[config.mk]
export PLATFORM = sky130hd
export DESIGN_NAME = result_writeback_controller_flat
export DESIGN_NICKNAME = d
export VERILOG_FILES = /design/src/rtl/result_writeback_controller_if.sv /design/src/rtl/result_writeback_controller.sv /design/src/flat_wrapper.sv
export SDC_FILE = /design/constraint.sdc
export NUM_CORES = 1
export LEC_CHECK = 0
export ABC_AREA = 1
export BUFFER_PORTS_ARGS = -buffer_cell sky130_fd_sc_hd__clkbuf_2
export CAP_MARGIN = 20
export CORE_ASPECT_RATIO = 1.4
export CORE_MARGIN = 1.5
export CORE_UTILIZATION = 30
export DETAILED_ROUTE_END_ITERATION = 10
export PLACE_DENSITY_LB_ADDON = 0.08
export SYNTH_ARGS = -nofsm -noshare
export SYNTH_HDL_FRONTEND = slang
export SYNTH_SLANG_ARGS = --single-unit
[constraint.sdc]
create_clock -name CLK -period 3.6 [get_ports CLK]
set_clock_uncertainty 0.15 [all_clocks]
set_input_delay 0.36 -clock CLK [delete_from_list [all_inputs] [get_ports CLK]]
set_output_delay 0.36 -clock CLK [all_outputs]
set_load 0.02 [all_outputs]
[src/rtl/result_writeback_controller_if.sv]
// Handshake and memory-write bus for result_writeback_controller.
//   master : the controller (accepts pixels, drives memory writes, status)
//   slave  : the environment (pixel source, memory, frame control)
// Signals:
//   start             frame kick, sampled only while idle
//   in_valid/in_data  pixel stream, accepted on in_valid && in_ready
//   mem_we/addr/wdata write request, completes on mem_we && mem_ready
//   busy, row_done, complete  frame status
interface result_writeback_controller_if #(
  parameter int DATA_W = 8,
  parameter int ADDR_W = 18
);
  logic              start;
  logic              in_valid;
  logic [DATA_W-1:0] in_data;
  logic              in_ready;
  logic              mem_we;
  logic [ADDR_W-1:0] mem_addr;
  logic [DATA_W-1:0] mem_wdata;
  logic              mem_ready;
  logic              busy;
  logic              row_done;
  logic              complete;

  modport master (
    input  start, in_valid, in_data, mem_ready,
    output in_ready, mem_we, mem_addr, mem_wdata, busy, row_done, complete
  );

  modport slave (
    output start, in_valid, in_data, mem_ready,
    input  in_ready, mem_we, mem_addr, mem_wdata, busy, row_done, complete
  );
endinterface

[src/rtl/result_writeback_controller.sv]
// Frame result writeback: buffers a processed pixel stream through a skid
// FIFO and writes it to external memory at consecutive addresses through a
// registered holding stage, flagging row and frame completion.
// Ports:
//   CLK  clock, rising edge
//   rst  synchronous active-high reset
//   bus  result_writeback_controller_if.master (stream in, memory out, status)
module result_writeback_controller #(
  parameter int DATA_W     = 8,
  parameter int IMG_W      = 512,
  parameter int IMG_H      = 512,
  parameter int FIFO_DEPTH = 16
) (
  input logic CLK,
  input logic rst,
  result_writeback_controller_if.master bus
);
  localparam int NPIX   = IMG_W * IMG_H;
  localparam int ADDR_W = (NPIX > 1) ? $clog2(NPIX) : 1;
  localparam int CNT_W  = $clog2(NPIX + 1);
  localparam int COL_W  = (IMG_W > 1) ? $clog2(IMG_W) : 1;
  localparam int PTR_W  = $clog2(FIFO_DEPTH);

  typedef enum logic [1:0] {IDLE, RUN, DRAIN, DONE} state_t;

  state_t            state;
  logic [DATA_W-1:0] fifo_mem [FIFO_DEPTH];
  logic [PTR_W:0]    wptr, rptr;   // extra wrap bit separates full from empty
  logic [CNT_W-1:0]  in_cnt;
  logic [COL_W-1:0]  col;

  logic fifo_empty, fifo_full, push, pop, wr_done, last_acc;

  assign fifo_empty = (wptr == rptr);
  assign fifo_full  = (wptr[PTR_W] != rptr[PTR_W]) &&
                      (wptr[PTR_W-1:0] == rptr[PTR_W-1:0]);
  // Gated by rst so nothing is accepted in the reset cycle itself.
  assign bus.in_ready = !rst && (state == RUN) && !fifo_full;
  assign push     = bus.in_valid && bus.in_ready;
  assign wr_done  = bus.mem_we && bus.mem_ready;
  // Holding stage refills when empty or when its write retires this cycle.
  assign pop      = !fifo_empty && (!bus.mem_we || wr_done);
  assign last_acc = push && (in_cnt == CNT_W'(NPIX - 1));

  always_ff @(posedge CLK) begin
    if (push) fifo_mem[wptr[PTR_W-1:0]] <= bus.in_data;
  end

  always_ff @(posedge CLK) begin
    if (rst) begin
      state         <= IDLE;
      wptr          <= '0;
      rptr          <= '0;
      in_cnt        <= '0;
      col           <= '0;
      bus.mem_we    <= 1'b0;
      bus.mem_addr  <= '0;
      bus.mem_wdata <= '0;
      bus.busy      <= 1'b0;
      bus.row_done  <= 1'b0;
      bus.complete  <= 1'b0;
    end else begin
      bus.row_done <= 1'b0;
      bus.complete <= 1'b0;

      if (push) begin
        wptr   <= wptr + 1'b1;
        in_cnt <= in_cnt + 1'b1;
      end
      if (pop) rptr <= rptr + 1'b1;

      if (pop) begin
        bus.mem_we    <= 1'b1;
        bus.mem_wdata <= fifo_mem[rptr[PTR_W-1:0]];
      end else if (wr_done) begin
        bus.mem_we <= 1'b0;
      end

      // mem_addr tracks completed writes; it saturates on the last pixel so
      // it never points past the frame.
      if (wr_done) begin
        if (bus.mem_addr != ADDR_W'(NPIX - 1)) bus.mem_addr <= bus.mem_addr + 1'b1;
        if (col == COL_W'(IMG_W - 1)) begin
          col          <= '0;
          bus.row_done <= 1'b1;
        end else begin
          col <= col + 1'b1;
        end
      end

      case (state)
        IDLE: if (bus.start) begin
          state        <= RUN;
          bus.busy     <= 1'b1;
          wptr         <= '0;
          rptr         <= '0;
          in_cnt       <= '0;
          col          <= '0;
          bus.mem_addr <= '0;
        end
        RUN: if (last_acc) state <= DRAIN;
        // Everything was pushed before DRAIN, so an empty FIFO plus a
        // retiring (or idle) holding stage means the frame is written.
        DRAIN: if (fifo_empty && (!bus.mem_we || bus.mem_ready)) begin
          state        <= DONE;
          bus.complete <= 1'b1;
        end
        DONE: begin
          state    <= IDLE;
          bus.busy <= 1'b0;
        end
      endcase
    end
  end
endmodule

[src/flat_wrapper.sv]
// flat-port wrapper written by rule: the top's interface ports become plain ports
module result_writeback_controller_flat 
#(
  parameter int DATA_W     = 8,
  parameter int IMG_W      = 512,
  parameter int IMG_H      = 512,
  parameter int FIFO_DEPTH = 16
)
  (CLK, rst, bus_start, bus_in_valid, bus_in_data, bus_mem_ready, bus_in_ready, bus_mem_we, bus_mem_addr, bus_mem_wdata, bus_busy, bus_row_done, bus_complete);
  result_writeback_controller_if #(.DATA_W(DATA_W)) bus_i ();
  input logic CLK;
  input logic rst;
  input wire logic [$bits(bus_i.start)-1:0] bus_start;
  input wire logic [$bits(bus_i.in_valid)-1:0] bus_in_valid;
  input wire logic [$bits(bus_i.in_data)-1:0] bus_in_data;
  input wire logic [$bits(bus_i.mem_ready)-1:0] bus_mem_ready;
  output wire logic [$bits(bus_i.in_ready)-1:0] bus_in_ready;
  output wire logic [$bits(bus_i.mem_we)-1:0] bus_mem_we;
  output wire logic [$bits(bus_i.mem_addr)-1:0] bus_mem_addr;
  output wire logic [$bits(bus_i.mem_wdata)-1:0] bus_mem_wdata;
  output wire logic [$bits(bus_i.busy)-1:0] bus_busy;
  output wire logic [$bits(bus_i.row_done)-1:0] bus_row_done;
  output wire logic [$bits(bus_i.complete)-1:0] bus_complete;
  assign bus_i.start = bus_start;
  assign bus_i.in_valid = bus_in_valid;
  assign bus_i.in_data = bus_in_data;
  assign bus_i.mem_ready = bus_mem_ready;
  assign bus_in_ready = bus_i.in_ready;
  assign bus_mem_we = bus_i.mem_we;
  assign bus_mem_addr = bus_i.mem_addr;
  assign bus_mem_wdata = bus_i.mem_wdata;
  assign bus_busy = bus_i.busy;
  assign bus_row_done = bus_i.row_done;
  assign bus_complete = bus_i.complete;
  result_writeback_controller #(.DATA_W(DATA_W), .IMG_W(IMG_W), .IMG_H(IMG_H), .FIFO_DEPTH(FIFO_DEPTH)) u_core (.CLK(CLK), .rst(rst), .bus(bus_i));
endmodule
Yosys cells after proc, flatten, opt, wreduce, memory -nomap -nowiden
Memory sizes are Yosys's and may differ from the RTL's. A register that Yosys moved wholly into a read port is not among the register bits.
Index checks and enable logic that the tools add are counted.
{"block": "classes", "add_sub_neg": 5, "n_eq_ne": 12, "muxes": 29, "bitwise": 2, "reduce_logical": 21}
{"cell": "two-way mux 18 bit", "n": 4}
{"cell": "two-way mux 19 bit", "n": 3}
{"cell": "two-way mux 9 bit", "n": 4}
{"cell": "two-way mux 5 bit", "n": 6}
{"cell": "adder 19 x 1 -> 19 bit (second input constant)", "n": 1}
{"cell": "== test 19 x 18 -> 1 bit (second input constant)", "n": 1}
{"cell": "adder 18 x 1 -> 18 bit (second input constant)", "n": 1}
{"cell": "!= test 18 bit (second input constant)", "n": 1}
{"cell": "adder 5 x 1 -> 5 bit (second input constant)", "n": 2}
{"cell": "adder 9 x 1 -> 9 bit (second input constant)", "n": 1}
{"cell": "== test 9 bit (second input constant)", "n": 1}
{"cell": "logical AND 1 bit", "n": 8}
{"cell": "one-hot mux 2 bit (4 select lines)", "n": 1}
{"cell": "two-way mux 1 bit", "n": 7}
{"cell": "two-way mux 2 bit", "n": 3}
{"cell": "== test 5 bit", "n": 1}
{"cell": "== test 2 bit (second input constant)", "n": 2}
{"cell": "== test 4 bit", "n": 1}
{"cell": "zero test 1 bit", "n": 4}
{"cell": "!= test 2 x 1 -> 1 bit (second input constant)", "n": 2}
{"cell": "nonzero test 2 bit", "n": 2}
{"cell": "OR reduction 2 bit", "n": 2}
{"cell": "AND reduction 3 bit", "n": 1}
{"cell": "== test 2 x 1 -> 1 bit (second input constant)", "n": 1}
{"cell": "7 further kinds", "n": 9}
{"block": "totals", "ff_bits": 62, "mem_bits_rw": 128, "inputBits": 13, "n_memories": 1}
{"memory": "u_core.fifo_mem", "words": 16, "word_bits": 8, "rd": 1, "rd_ports_with_merged_regs": 1, "write_ports": 1, "line_no": "result_writeback_controller.sv:27", "text": "logic [DATA_W-1:0] fifo_mem [FIFO_DEPTH];"}

Longest topological paths before layout
{"block": "depth", "depth_word": 8, "depth_mapped": 13, "depth_no_buf": 13}

Worst setup path after synthesis
OpenSTA, ideal clock, no wires.
{"block": "synth_path", "path_type": "reg-to-reg", "startpoint": "register u_core.state[1]", "endpoint": "memory u_core.fifo_mem[11][0] (enable)", "setup_ps": 370, "arrival_ps": 1685, "t_required_ps": 3080, "path_slack_ps": 1395, "stages_incl_launch_ff": 10, "path_buffers": 1, "cell_sequence": "dfxtp_1 inv_1 ha_1 inv_1 nor2_1 nand3_4 inv_4 buf_6 nand3_1 nor2_1"}
{"block": "synth_via", "elab_chain_len": 6}
{"item": "from (decl)", "line_no": "result_writeback_controller.sv:26", "text": "state_t state;"}
{"item": "from (signal assigned)", "line_no": "result_writeback_controller.sv:51", "text": "state <= IDLE;"}
{"item": "from (signal assigned)", "line_no": "result_writeback_controller.sv:93", "text": "state <= RUN;"}
{"item": "from (signal assigned)", "line_no": "result_writeback_controller.sv:101", "text": "RUN: if (last_acc) state <= DRAIN;"}
{"item": "== test 2 x 1 -> 1 bit", "line_no": "result_writeback_controller.sv:38", "text": "assign bus.in_ready = !rst && (state == RUN) && !fifo_full;"}
{"item": "logical AND 1 bit (2 in series)", "line_no": "result_writeback_controller.sv:38"}
{"item": "logical AND 1 bit", "line_no": "result_writeback_controller.sv:39", "text": "assign push = bus.in_valid && bus.in_ready;"}
{"item": "two-way mux 1 bit", "line_no": "result_writeback_controller.sv:46", "text": "if (push) fifo_mem[wptr[PTR_W-1:0]] <= bus.in_data;"}
{"item": "two-way mux 1 bit (implied by the code)", "line_no": "result_writeback_controller.sv:46"}
{"item": "to (decl)", "line_no": "result_writeback_controller.sv:27"}
Every way passes these cells.

Final worst setup path
{"block": "layout_path", "startpoint": "register u_core.rptr[1]", "endpoint": "memory u_core.fifo_mem[0][3] (enable)"}
{"block": "layout_via", "elab_chain_len": 7}
{"item": "from (decl)", "line_no": "result_writeback_controller.sv:28", "text": "logic [PTR_W:0] wptr, rptr;"}
{"item": "from (signal assigned)", "line_no": "result_writeback_controller.sv:70", "text": "if (pop) rptr <= rptr + 1'b1;"}
{"item": "== test 4 bit", "line_no": "result_writeback_controller.sv:36", "text": "(wptr[PTR_W-1:0] == rptr[PTR_W-1:0]);"}
{"item": "logical AND 1 bit", "line_no": "result_writeback_controller.sv:35", "text": "assign fifo_full = (wptr[PTR_W] != rptr[PTR_W]) &&"}
{"item": "zero test 1 bit", "line_no": "result_writeback_controller.sv:38"}
{"item": "logical AND 1 bit", "line_no": "result_writeback_controller.sv:38"}
{"item": "logical AND 1 bit", "line_no": "result_writeback_controller.sv:39"}
{"item": "two-way mux 1 bit", "line_no": "result_writeback_controller.sv:46"}
{"item": "two-way mux 1 bit (implied by the code)", "line_no": "result_writeback_controller.sv:46"}
Every way passes these cells.

==> impl_metrics.env <==
export IMPL_status="finished clean"
export IMPL_cts_path_max_buffers=2
export IMPL_critPathLaunchType="register"
export IMPL_clk_latency_ps=440
export IMPL_synthAdderAreaFrac_pct=1.86
export IMPL_synth_edf_count=128
export IMPL_synthCells=935
export IMPL_synth_most_common_cell="nor2_1"
export IMPL_instances_no_fill=1357
export IMPL_fp_dieH_um=205
export IMPL_grt_max_degree=68
export IMPL_synth_top_area_share_pct=43.8
export IMPL_start_util_pct=30.7
export IMPL_area_growth_syn_to_layout_pct=12.9
export IMPL_yosysUniqueCellTypes=39
export IMPL_vdd_drop_max_v=0.000413
export IMPL_min_period_over_period_pct=81.2
export IMPL_total_power_uw=5960
export IMPL_die_w_um=147
export IMPL_ys_seq_elements=198
export IMPL_slowest_stage="nor2_1"
export IMPL_synth_top_cell_by_area="edfxtp_1"
export IMPL_avgViaCountPerCell=4.75
export IMPL_r2r_setup_slack_ps=680
export IMPL_track_usage_pct=16.4
export IMPL_slew_limit_headroom_pct=44.1
export IMPL_max_cap_violations=0
export IMPL_drt_first_pass_iters=6
export IMPL_cp_max_fo=25
export IMPL_post_cts_buffers=0
export IMPL_rows=73
export IMPL_worst_pin_slew_ps=835
export IMPL_critPathKind="register to register"
export IMPL_grt_remaining_overflow=0
export IMPL_hold_end="u_core.bus.busy$_SDFFE_PP0P_"
export IMPL_postSynthAreaPerCell_um2=9.38
export IMPL_power_frac_seq_pct=43.4
export IMPL_place_inst=1326
export IMPL_cts_resized=0
export IMPL_finalSetupViolCount=0
export IMPL_grt_pass1_vias=6367
export IMPL_rsz0062_at_grt="false"
export IMPL_endpoint_kind="register"
export IMPL_synth_compound_gate_area_share_pct=11.7
export IMPL_reg2reg_depth=9
export IMPL_pre_cts_slack_ps=638
export IMPL_sw_frac_of_total_pct=34.2
export IMPL_antenna_cells=0
export IMPL_min_period_ps=2920
export IMPL_fillers=2951
export IMPL_core_um2=28600
export IMPL_cts_tree="built"
export IMPL_postCtsHoldBufs=0
export IMPL_vias=6450
export IMPL_clockPowerShare_pct=31.7
export IMPL_rr_startpoint="u_core.rptr[1]$_SDFF_PP0_"
export IMPL_powerDensity_nw_per_um2=603
export IMPL_synthMuxAreaShare_pct=0
export IMPL_holdPathStages=3
export IMPL_reg2reg_to="u_core.fifo_mem[0][3]$_DFFE_PP_"
export IMPL_synth_xor_area_share_pct=0.699
export IMPL_cts_made_buffers=17
export IMPL_drt_wirelength_per_cell_um=17.6
export IMPL_synth_top_family_by_area="simple AND/OR/NAND/NOR gates"
export IMPL_switchingPower_uw=2040
export IMPL_hold_path_class="input pin to register"
export IMPL_max_stage_delay_ps=620
export IMPL_required_ps=3510
export IMPL_antenna_found_initial=0
export IMPL_fin_ws_ps=679
export IMPL_pwr_share_comb_pct=25.0
export IMPL_p_leak_uw=0.00351
export IMPL_p_int_uw=3930
export IMPL_hpwl_um=16200
export IMPL_final_antenna_net_count=0
export IMPL_finalMaxSlewViolations=0
export IMPL_dieArea_um2=30300
export IMPL_globalplace_congestion=0.820
export IMPL_yosysWarnings=0
export IMPL_cts_root_buf="clkbuf_16"
export IMPL_h_tree_depth=4
export IMPL_synthFlopType="edfxtp_1"
export IMPL_path_clk_slew_ps=70
export IMPL_io_buffers=43
export IMPL_syn_nets=961
export IMPL_critPathMostFrequentCell="nand2_1"
export IMPL_drc_errors=0
export IMPL_fin_tns_setup_ps=0
export IMPL_hold_viol=0
export IMPL_clock_sinks=198
export IMPL_clock_fmax_mhz=342
export IMPL_synth_commonest_cells="168 x nor2_1, 157 x nand2_1, 128 x edfxtp_1"
export IMPL_synthArstFlopShare_pct=0
export IMPL_yosys_area_share_simple_pct=20.1
export IMPL_grt_pass1_wl_um=36900
export IMPL_drt_iter0_drc=362
export IMPL_ioPinCount=44
export IMPL_min_from="bus_start"
export IMPL_drive_above_1_share_pct=11.0
export IMPL_synthesis_area_um2=8770
export IMPL_netlist_top_cells_area="edfxtp_1 44%, dfxtp_1 16%, nor2_1 7.2%, nand2_1 6.7%, o21ai_0 5.7%"
export IMPL_path_cells="inv_4 > nand2_1 > nand2_1 > nor2_2 > nand3_2 > nand3_4 > inv_4 > nand2_1 > nor2_1"
export IMPL_drt_wl_total_um=23800
export IMPL_layout_nets=996
export IMPL_arrival_ps=2840
export IMPL_post_route_util_pct=34.6
export IMPL_ys_seq_area_share_pct=59.8
## worst max path at each step
stage,from,end,slack [ps],cells past startpoint
4_1_cts,u_core.rptr[1]$_SDFF_PP0_,u_core.fifo_mem[5][7]$_DFFE_PP_,630,9
5_1_grt,u_core.rptr[1]$_SDFF_PP0_,u_core.fifo_mem[5][6]$_DFFE_PP_,450,9
3_3_place_gp,u_core.rptr[1]$_SDFF_PP0_,u_core.fifo_mem[0][0]$_DFFE_PP_,740,9
6_report,u_core.rptr[1]$_SDFF_PP0_,u_core.fifo_mem[0][3]$_DFFE_PP_,680,9
2_1_floorplan,u_core.state[1]$_SDFFE_PP0P_,u_core.fifo_mem[11][0]$_DFFE_PP_,1400,9
3_5_place_dp,u_core.rptr[1]$_SDFF_PP0_,u_core.fifo_mem[5][4]$_DFFE_PP_,640,9
## cells in the final DEF (no fill, tap or decap), drive strengths merged
master and instances:
a211oi 1, nor2 171, clkinv 7, bufinv 2, nand3 38, edfxtp 128, o211ai 13, xnor2 3
o22ai 19, a21oi 39, xor2 4, nor3 22, a31oi 6, nand3b 1, inv 82, o21ai 103
buf 9, clkbuf 62, clkinvlp 4, or2 1, o221ai 3, nand4 8, nand2 163, nor3b 7
o21bai 2, dfxtp 70, ha 13, and3 1
## final cells by class
class,count,area [um2],area share (%)
sequential,198,5250,53.0
tap,375,469,4.74
inverter,83,322,3.25
clock inverter,12,130,1.32
multi-input combinational,618,3010,30.4
clock buffer,19,433,4.38
timing repair buffer,52,283,2.86
## kinds of logic after synthesis
| group | after synthesis |
|---|---|
| buffers and inverters | 119 |
| AND/OR/NAND/NOR | 412 |
| AO/OA/AOI/OAI | 186 |
| adder cells (fa/ha/maj) | 13 |
| flip-flops | 198 |
| XOR/XNOR | 7 |
## metrics by stage
stage / cell area [um2] / hold WS [ps]
2_1_floorplan: 8770 / 287
3_3_place_gp: 9330 / 302
3_5_place_dp: 9330 / 310
4_1_cts: 9890 / 94.0
5_1_grt: 9890 / 149
6_report: 9890 / 126
## flip-flops by register name, indices dropped and copies added, names as in the netlist
register              flops
u_core.bus.mem_wdata      8
u_core.fifo_mem         128
u_core.bus.complete       1
u_core.col                9
u_core.bus.mem_we         1
u_core.rptr               5
u_core.in_cnt            19
u_core.bus.mem_addr      18
u_core.wptr               5
u_core.bus.row_done       1
u_core.state              2
u_core.bus.busy           1
## critical path: cells and delay by family, from the launching register on
family,cells,cell delay (ps)
simple gates,7,1500
buf+inv,2,540
flops,1,350
## metal layers
metal  track usage, %  vias to the layer above  part of all wire, %
met2             29.8                       91                   52
met1             18.8                     3086                   42
met4             7.75                        0                  3.5
met5                0                        -                    0
li1                 -                     3247                    -
met3             2.55                       26                  1.9
## power groups by stage
stage / logic (uW) / clock network (uW) / registers, uW
after floorplan: 941 / 0 / 2690
after global placement: 1530 / 0 / 2640
after detailed placement: 1510 / 0 / 2640
after CTS: 1520 / 1930 / 2590
after global routing: 1660 / 2020 / 2600
final: 1490 / 1890 / 2590
Power figures use the tool's default switching activity.
